## src/rtl/calc_pkg.sv

```systemverilog
// Shared types and constants for the calculator timebase logic.
// div_of converts a clock/output frequency pair into a half-period divisor.
package calc_pkg;

  typedef enum logic [1:0] {
    RUN  = 2'd0,
    PEND = 2'd1,
    STOP = 2'd2
  } state_e;

  localparam int unsigned MIN_DIV = 32'd1;

  function automatic int unsigned div_of(input int unsigned clk_hz, input int unsigned out_hz);
    return clk_hz / out_hz / 32'd2 - 32'd1;
  endfunction

endpackage

```

## src/rtl/tick_ctrl.sv

```systemverilog
// Run/stop controller for the timebase divider: divided square wave plus tick enable,
// with a valid/ready divisor update applied only at half-period boundaries.
module tick_ctrl
  import calc_pkg::*;
#(
  parameter int unsigned CLK_HZ  = 50_000_000,
  parameter int unsigned DEF_HZ  = 1000,
  parameter int unsigned CW      = 32,
  parameter int unsigned MIN_DIV = calc_pkg::MIN_DIV
) (
  input  logic          clk,
  input  logic          rst_n,
  input  logic          start,
  input  logic          stop,
  input  logic          cfg_valid,
  input  logic [CW-1:0] cfg_div,
  output logic          cfg_ready,
  output logic          cfg_err,
  output logic          clk_out,
  output logic          tick,
  output logic          busy
);

  localparam logic [CW-1:0] DEF_DIV   = CW'(div_of(CLK_HZ, DEF_HZ));
  localparam logic [CW-1:0] MIN_DIV_W = CW'(MIN_DIV);
  localparam logic [CW-1:0] ONE_W     = CW'(1'b1);

  state_e        state_q, state_d;
  logic [CW-1:0] cnt_q, cnt_d;
  logic [CW-1:0] div_q, div_d;
  logic [CW-1:0] pend_q, pend_d;
  logic          clk_q, clk_d;
  logic          tick_q, tick_d;
  logic          err_q, err_d;

  logic          accept_s;
  logic          div_ok_s;
  logic          take_s;
  logic          wrap_s;

  assign accept_s = cfg_valid && (state_q != PEND);
  assign div_ok_s = (cfg_div >= MIN_DIV_W);
  assign take_s   = accept_s && div_ok_s;
  // counter never exceeds div_q, so >= is the same as == but stays safe after corruption
  assign wrap_s   = (cnt_q >= div_q);

  // Next-state, counter and divisor update logic
  always_comb begin
    state_d = state_q;
    cnt_d   = cnt_q;
    div_d   = div_q;
    pend_d  = pend_q;
    clk_d   = clk_q;
    tick_d  = 1'b0;
    err_d   = accept_s && !div_ok_s;

    case (state_q)
      RUN: begin
        if (stop) begin
          state_d = STOP;
          cnt_d   = '0;
          clk_d   = 1'b0;
          if (take_s) begin
            div_d = cfg_div;
          end else begin
            div_d = div_q;
          end
        end else begin
          if (wrap_s) begin
            cnt_d  = '0;
            clk_d  = ~clk_q;
            tick_d = ~clk_q;
          end else begin
            cnt_d  = cnt_q + ONE_W;
          end
          if (take_s) begin
            pend_d  = cfg_div;
            state_d = PEND;
          end else begin
            state_d = RUN;
          end
        end
      end

      PEND: begin
        if (stop) begin
          state_d = STOP;
          cnt_d   = '0;
          clk_d   = 1'b0;
          div_d   = pend_q;
        end else if (wrap_s) begin
          cnt_d   = '0;
          clk_d   = ~clk_q;
          tick_d  = ~clk_q;
          div_d   = pend_q;
          state_d = RUN;
        end else begin
          cnt_d   = cnt_q + ONE_W;
        end
      end

      STOP: begin
        cnt_d = '0;
        clk_d = 1'b0;
        if (take_s) begin
          div_d = cfg_div;
        end else begin
          div_d = div_q;
        end
        if (start && !stop) begin
          state_d = RUN;
        end else begin
          state_d = STOP;
        end
      end

      default: begin
        state_d = RUN;
        cnt_d   = '0;
        clk_d   = 1'b0;
      end
    endcase
  end

  // State and datapath registers
  always_ff @(posedge clk or negedge rst_n) begin
    if (!rst_n) begin
      state_q <= RUN;
      cnt_q   <= '0;
      div_q   <= DEF_DIV;
      pend_q  <= '0;
      clk_q   <= 1'b0;
      tick_q  <= 1'b0;
      err_q   <= 1'b0;
    end else begin
      state_q <= state_d;
      cnt_q   <= cnt_d;
      div_q   <= div_d;
      pend_q  <= pend_d;
      clk_q   <= clk_d;
      tick_q  <= tick_d;
      err_q   <= err_d;
    end
  end

  assign cfg_ready = (state_q != PEND);
  assign busy      = (state_q == PEND);
  assign clk_out   = clk_q;
  assign tick      = tick_q;
  assign cfg_err   = err_q;

endmodule

```

## config.mk

```make
export PLATFORM = sky130hd
export DESIGN_NAME = tick_ctrl
export DESIGN_NICKNAME = d
export VERILOG_FILES = /design/src/rtl/calc_pkg.sv /design/src/rtl/tick_ctrl.sv
export SDC_FILE = /design/constraint.sdc
export NUM_CORES = 1
export LEC_CHECK = 0
export ABC_AREA = 1
export BUFFER_PORTS_ARGS = -buffer_cell sky130_fd_sc_hd__clkbuf_2
export CAP_MARGIN = 25
export CORE_MARGIN = 5
export CORE_UTILIZATION = 45
export DETAILED_ROUTE_END_ITERATION = 8
export SYNTH_ARGS = -nofsm -noshare
export SYNTH_HDL_FRONTEND = slang
export SYNTH_SLANG_ARGS = --single-unit
```

## constraint.sdc

```tcl
create_clock -name clk -period 5.5 [get_ports clk]
set_input_delay 0.55 -clock clk [delete_from_list [all_inputs] [get_ports clk]]
set_output_delay 0.55 -clock clk [all_outputs]
set_load 0.05 [all_outputs]
```

==> out/summary.txt, run 1 <==
capturing point of the worst reg2reg path = div_q[20]
hold crit path type = in2async
worst path cell trace = ha_1 -> a21oi_1 -> o21a_1 -> nand2_1 -> a21oi_2 -> nand3_2 -> nand2_2 -> nand2_1 -> nand2_1
CP most frequent cell = nand2_1
Yosys warning count = 0
Vias = 4798
first-pass GRT wire length = 21800 um
Cell Area, Placed = 6150 um^2
Port Buffer Count = 41
largest net degree at the start of global routing = 78
max frequency = 341 MHz
1st-iter DRT viols = 367
CTS HTree Levels = 3
Final Worst Setup Slack = 2.57 ns
Tightest Pin Transition = 0.880 ns
worst setup path start = cnt_q[23]
I/O pin cnt = 42
status = finished, final reports clean
cell family with most CP delay = simple AND/OR/NAND/NOR gates
final instance area = 6460 um^2
async set-or-reset flop fraction in the synthesized netlist = 1.00
fin util = 0.510
initial core utilization = 0.462
pwr dens = 286 nW/um^2
clk_lat worst skew = 0.35 ns
postcts setup bufs = 0
CTS max path bufs = 2
Routed WL = 12800 um
peak supply drop = 202 uV
Worst EP arrival = 3.22 ns
Wirelength per Cell = 13.2 um
die width = 124 um
Post-synth top cells = 216 x nand2_1, 102 x inv_1, 93 x dfrtp_1, 71 x nor2_1, 40 x nand3_1
filler cell count in the final layout = 1264
Static Leak = 3.22 nW
Mapped Area = 5860 um^2
Hold Slack = 0.0933 ns
Detailed Routing Iterations Pass 1 = 5
syn_nets = 832
Synth area leader = dfrtp_1
Setup CP Type = reg2reg
GP Congestion = 0.874
Slew Viols, Final = 0
critical path depth = 9
top_reg_cell synth = dfrtp_1
R2R Path Start = cnt_q[23]
CP endpoint = div_q[20]
DR vias/cell = 4.95
std cell rows = 41
RSZ-0062 raised after global routing = false
Yosys top cell area share = 0.397
CTS Hold Bufs = 0
total CTS buffers = 9
CTS tree = built
most common cell in the synthesized netlist = nand2_1
antenna violations before repair = 0
vias in the first global route = 4596
sequential fraction of the synthesis area = 0.433
Synth area leaders = dfrtp_1 40%, nand2_1 14%, ha_1 7.1%
Maximum Capacitance Violations = 0
endpoints failing setup = 0
post-placement setup slack = 2.58 ns
Clock transition at path regs = 0.07 ns
Die Area = 15400 um^2
Buf+Inv Stages, Crit Path = 0
max_slew headroom = 0.413
dpl hpwl = 9450 um
antenna cells = 0
Cell variety after synth = 34
Worst Reg-to-Reg Cells = 9
final worst path period need = 2.93 ns
Final ANT Viol Nets = 0
crit-path max cell delay = 0.68 ns
nets = 862
Critical Path RT = 5.79 ns
Worst Setup End Kind = register
DRC viols = 0
Mapped Cells = 762
Total GRT Usage = 0.179
crit-path max FO = 34
Setup Total Neg Slack = 0 ns
chip height = 124 um
Core Box Area = 12700 um^2
Yosys reg bits = 101
Synth-to-Final Area Change = 10.3%
Worst Clk Skew = 0.00832 ns
Post-synth EDFFs = 0
layout cells sized above 1 = 0.124
Avg Inst Size Synth = 7.68 um^2
Final Hold Fails = 0
Worst path slowest cell = nand2_2
clk root buf = clkbuf_16
startpoint types = register
Tcrit/Tclk final = 0.534
setup slack, reg-to-reg = 2.57 ns
post-cts resize count = 0
Clock Sinks = 101
Remaining Overflow, GRT = 0
==> worst register-to-register path, stage by stage, from the launching register on <==
cell and delay (ns):
dfrtp_1 0.46, ha_1 0.34, a21oi_1 0.17, o21a_1 0.14, nand2_1 0.06, a21oi_2 0.23, nand3_2 0.56, nand2_2 0.68
nand2_1 0.12, nand2_1 0.09
==> routing by layer <==
metal	vias to the layer above	part of all wire	GRT usage
met1	2219	0.50	0.253
li1	2470	-	-
met3	18	0.039	0.0454
met2	91	0.44	0.268
met4	0	0.019	0.0637
met5	-	0	0
==> cell usage in the layout, fill, tap and decap left out, types with 4 or more instances in the layout <==
master,n
inv_6,4
o21ai_0,35
o21ai_1,33
nand3_2,5
xor2_1,14
dfrtp_1,93
a21oi_1,14
nand2_2,6
nor2_2,7
nand2_1,216
xnor2_1,6
clkbuf_16,9
clkbuf_2,40
nand4_1,21
nor3_1,12
dfstp_2,8
inv_1,102
nand3_1,39
nor2_1,71
ha_1,33
==> power by group <==
part | total (W) | internal [W] | switching (W)
combinational | 0.000312 | 0.000117 | 0.000196
clock | 0.000607 | 0.000312 | 0.000294
sequential | 0.000929 | 0.000867 | 0.0000616
total | 0.00185 | 0.00130 | 0.000552
==> layout make-up <==
class,instances,area (um^2),share of cell area
clock buffers,10,229,0.0355
clock inverters,6,45.0,0.00698
inverters,105,394,0.0610
multi-input cells,530,2770,0.428
flip-flops and latches,101,2540,0.393
well taps,172,215,0.0333
repair buffers,45,270,0.0419
==> cell families after synthesis <==
logic type	Yosys count	synth area share
simple gates	388	0.291
buf+inv	131	0.0953
flops	101	0.433
compound gates	89	0.0799
fa+ha+maj	33	0.0705
xor+xnor	20	0.0299
==> worst min-delay path by stage <==
stage | end | depth (start not counted) | slack, ns | from
after floorplan | cfg_err | 0 | 0.25 | rst_n
final | cnt_q[2] | 1 | 0.09 | rst_n
after global routing | cnt_q[2] | 1 | 0.11 | rst_n
after detailed placement | div_q[5] | 2 | 0.45 | div_q[5]
after CTS | cnt_q[2] | 1 | 0.09 | rst_n
after global placement | cnt_q[0] | 1 | 0.45 | cnt_q[0]
==> metrics by stage <==
stage	std cells	total power (W)
2_1_floorplan	762	0.00117
4_1_cts	968	0.00187
5_1_grt	969	0.00197
3_3_place_gp	951	0.00123
3_5_place_dp	952	0.00126
6_report	969	0.00185
==> sequential cells by signal, indices dropped and copies added (netlist names) <==
signal,cells
cfg_err,1
clk_out,1
cnt_q,32
div_q,32
pend_q,32
state_q,2
tick,1
(Power assumes the default switching activity.)
==> run 2, diff against run 1 <==
--- a/config.mk
+++ b/config.mk
@@ -5,7 +5,7 @@
 export SDC_FILE = /design/constraint.sdc
 export NUM_CORES = 1
 export LEC_CHECK = 0
-export ABC_AREA = 1
+export ABC_AREA = 0
 export BUFFER_PORTS_ARGS = -buffer_cell sky130_fd_sc_hd__clkbuf_2
 export CAP_MARGIN = 25
 export CORE_MARGIN = 5
==> constraint.sdc (replaced) <==
create_clock -name clk -period 2.8 [get_ports clk]
set_input_delay 0.28 -clock clk [delete_from_list [all_inputs] [get_ports clk]]
set_output_delay 0.28 -clock clk [all_outputs]
set_load 0.05 [all_outputs]
==> run 2 against run 1 <==
Effect of this change:
- the flow now finishes with violations (negative setup slack)
- register-to-register slack got worse by 2.6 ns
- flip-flop and latch count unchanged
- global-route usage decreased by 0.98 points
- clock-buffer cell count increased by 2
- worst setup slack got worse by 2.6 ns
- via count decreased by 24%
- critical path depth increased by 1
- non-clock buffer count increased by 26
- die area decreased by 9.5%
- utilization increased by 4.6 points
- largest power group unchanged
==> out/summary.txt, run 2 <==
Synth area leaders = dfrtp_1 44%, mux2i_1 12%, ha_1 7.9%
worst path cell trace = inv_2 -> ha_4 -> nand2_4 -> nor4_4 -> or4b_1 -> a311o_1 -> a31oi_4 -> buf_4 -> buf_12 -> mux2i_1
antenna cells = 0 (unchanged)
Die Area = 13900 um^2 (-9.5%)
Hold Slack = 0.189 ns (+0.0958 ns)
clock share of power = 0.326 (-0.002)
async set-or-reset flop fraction in the synthesized netlist = 1.00 (unchanged)
hold crit path type = in2reg
Cell variety after synth = 40 (+18%)
DR vias/cell = 5.32 (+7.5%)
Yosys warning count = 0 (unchanged)
Slew Viols, Final = 0 (unchanged)
Static Leak = 2.94 nW (-8.5%)
sequential fraction of the synthesis area = 0.483 (+0.0498)
dpl hpwl = 8280 um (-12%)
Post-synth top cells = 93 x dfrtp_1, 62 x mux2i_1, 45 x nor2_1, 35 x inv_1, 33 x ha_1
Tcrit/Tclk final = 1.02 (+0.489)
clk_lat worst skew = 0.34 ns (about the same)
Final Hold Fails = 0 (unchanged)
Cell Int Power = 0.00285 W (+120%)
final instance area = 6340 um^2 (-1.8%)
Hold Startpoint = cfg_valid
Avg Inst Size Synth = 11.2 um^2 (+46%)
total power = 0.00386 W (+110%)
clk root buf = clkbuf_16
layout cells sized above 1 = 0.258 (+0.134)
die width = 118 um (-4.9%)
Routed WL = 11800 um (-8.0%)
crit-path max cell delay = 0.53 ns (-0.15 ns)
failing checks = negative setup slack
initial core utilization = 0.460 (-0.00213)
Final Worst Setup Slack = -0.0619 ns (-2.63 ns)
Mapped Area = 5250 um^2 (-10%)
DRC viols = 0 (unchanged)
most common cell in the synthesized netlist = dfrtp_1
vias in the first global route = 3805 (-17%)
cell family with most CP delay = simple AND/OR/NAND/NOR gates
setup slack, reg-to-reg = -0.06 ns (-2.63 ns)
max frequency = 349 MHz (+2.5%)
Worst path slowest cell = dfstp_2
Maximum Capacitance Violations = 0 (unchanged)
Tightest Pin Transition = 0.591 ns (-0.289 ns)
Synth-to-Final Area Change = 20.7%
Comb power frac = 0.201 (+0.032)
max_slew headroom = 0.604 (+0.191)
endpoints failing setup = 28 (+28)
CTS max path bufs = 2 (unchanged)
Mapped Cells = 468 (-39%)
I/O pin cnt = 42 (unchanged)
Detailed Routing Iterations Pass 1 = 4 (-1)
status = complete, but fails checks
Remaining Overflow, GRT = 0 (unchanged)
1st-iter DRT viols = 143 (-61%)
final worst path period need = 2.86 ns (-0.0727 ns)
antenna violations before repair = 0 (unchanged)
startpoint types = register
Clock transition at path regs = 0.06 ns (about the same)
Clock Sinks = 101 (unchanged)
Total GRT Usage = 0.170 (-0.00983)
Buf+Inv Stages, Crit Path = 3 (+3)
Setup CP Type = reg2reg
CTS HTree Levels = 3 (unchanged)
Worst Reg-to-Reg Cells = 10 (+1)
GP Congestion = 0.807 (-7.7%)
chip height = 118 um (-4.9%)
Worst Setup End Kind = register
total CTS buffers = 9 (unchanged)
Hold Path Stages = 2
Cell Area, Placed = 5740 um^2 (-6.8%)
switching pwr = 0.00101 W (+84%)
Critical Path RT = 3.06 ns (-2.73 ns)
top flop regs = cnt_q: 32 flops, div_q: 32 flops, pend_q: 32 flops
crit-path max FO = 6 (-82%)
nets = 607 (-30%)
Final ANT Viol Nets = 0 (unchanged)
Wirelength per Cell = 17.2 um (+30%)
CTS tree = built
top_reg_cell synth = dfrtp_1
Yosys reg bits = 101 (unchanged)
R2R Path Start = div_q[14]
Hold EP = cfg_err
most frequent cells in the layout = 93 x dfrtp_1, 61 x mux2i_1, 45 x nor2_1
Synth area leader = dfrtp_1
filler cell count in the final layout = 979 (-23%)
Yosys top cell area share = 0.443 (+0.0456)
largest net degree at the start of global routing = 78 (unchanged)
Seq pwr share = 0.473 (-0.030)
Core Box Area = 11400 um^2 (-9.9%)
std cell rows = 39 (-4.9%)
sw frac = 0.262 (-0.0362)
capturing point of the worst reg2reg path = div_q[13]
fin util = 0.555 (+0.0458)
Post-synth EDFFs = 0 (unchanged)
peak supply drop = 489 uV (+140%)
Worst Clk Skew = 0.00705 ns (-0.00127 ns)
first-pass GRT wire length = 19100 um (-13%)
Vias = 3646 (-24%)
pwr dens = 609 nW/um^2 (+110%)
syn_nets = 538 (-35%)
Port Buffer Count = 41 (unchanged)
commonest non-fill, non-tap cell in the layout = dfrtp_1
Worst EP arrival = 3.12 ns (-0.10 ns)
RSZ-0062 raised after global routing = true
[run 2: area by class of cell]
cell class | count | area (um^2) | area share
well taps | 143 | 179 | 0.0282
clock buffers | 12 | 256 | 0.0404
flip-flops and latches | 101 | 2540 | 0.400
multi-input cells | 318 | 2590 | 0.409
repair buffers | 71 | 594 | 0.0937
clock inverters | 4 | 47.5 | 0.00750
inverters | 36 | 135 | 0.0213
[run 2: per-layer routing]
layer,share of wire,vias to the layer above,global-route usage
met5,0,-,0
met4,0.0063,0,0.0373
met3,0.028,5,0.0332
met2,0.53,51,0.304
met1,0.44,1826,0.211
li1,-,1764,-
[run 2: kinds of logic (layout without fill, tap and decap cells)]
kind of cell / count (synthesis) / count (layout) / synth area share
AND/OR/NAND/NOR: 129 / 129 / 0.119
flip-flops: 101 / 101 / 0.483
multiplexers: 95 / 95 / 0.189
buffers and inverters: 49 / 123 / 0.0400
adder cells (fa/ha/maj): 33 / 33 / 0.0786
AO/OA/AOI/OAI: 31 / 31 / 0.0403
XOR/XNOR: 30 / 30 / 0.0500
[run 2: how the worst max path moves through the flow]
| stage | startpoint | end | slack [ns] | depth (start not counted) |
|---|---|---|---|---|
| floorplan | div_q[14] | div_q[13] | 0.1 | 9 |
| global placement | div_q[14] | div_q[26] | -0.02 | 9 |
| detailed placement | div_q[13] | clk_out | -0.17 | 9 |
| CTS | div_q[14] | clk_out | -0.06 | 10 |
| global route | div_q[14] | div_q[17] | -0.16 | 10 |
| finish | div_q[14] | div_q[13] | -0.06 | 10 |
[run 2: timing repair]
action                     4_1_cts  5_1_grt
setup endpoints to repair       66       66
pin swaps                        3        1
hold endpoints to repair         0       34
resized for setup               11        8
hold buffers                     0        1
buffers inserted                 5        1
cloned                           2        3
[run 2: power groups by stage]
stage / Clock, W / Combinational, W / Sequential, W
after floorplan: 0 / 0.000465 / 0.00182
final: 0.00126 / 0.000775 / 0.00183
after global routing: 0.00136 / 0.000864 / 0.00186
after CTS: 0.00129 / 0.000738 / 0.00183
after global placement: 0 / 0.000637 / 0.00184
after detailed placement: 0 / 0.000668 / 0.00185
[run 2: worst register-to-register path, stage by stage (launching register included)]
cell	delay, ns
dfstp_2	0.53
inv_2	0.05
ha_4	0.26
nand2_4	0.05
nor4_4	0.32
or4b_1	0.46
a311o_1	0.34
a31oi_4	0.27
buf_4	0.17
buf_12	0.12
mux2i_1	0.22
[run 2: per-stage QoR]
stage | instances | setup TNS (ns) | worst slack, ns
after global routing | 685 | -4.12 | -0.163
after floorplan | 468 | 0 | 0.0980
after CTS | 680 | -1.23 | -0.0587
after detailed placement | 657 | -6.24 | -0.171
after global placement | 657 | -0.238 | -0.0218
final | 685 | -0.759 | -0.0619
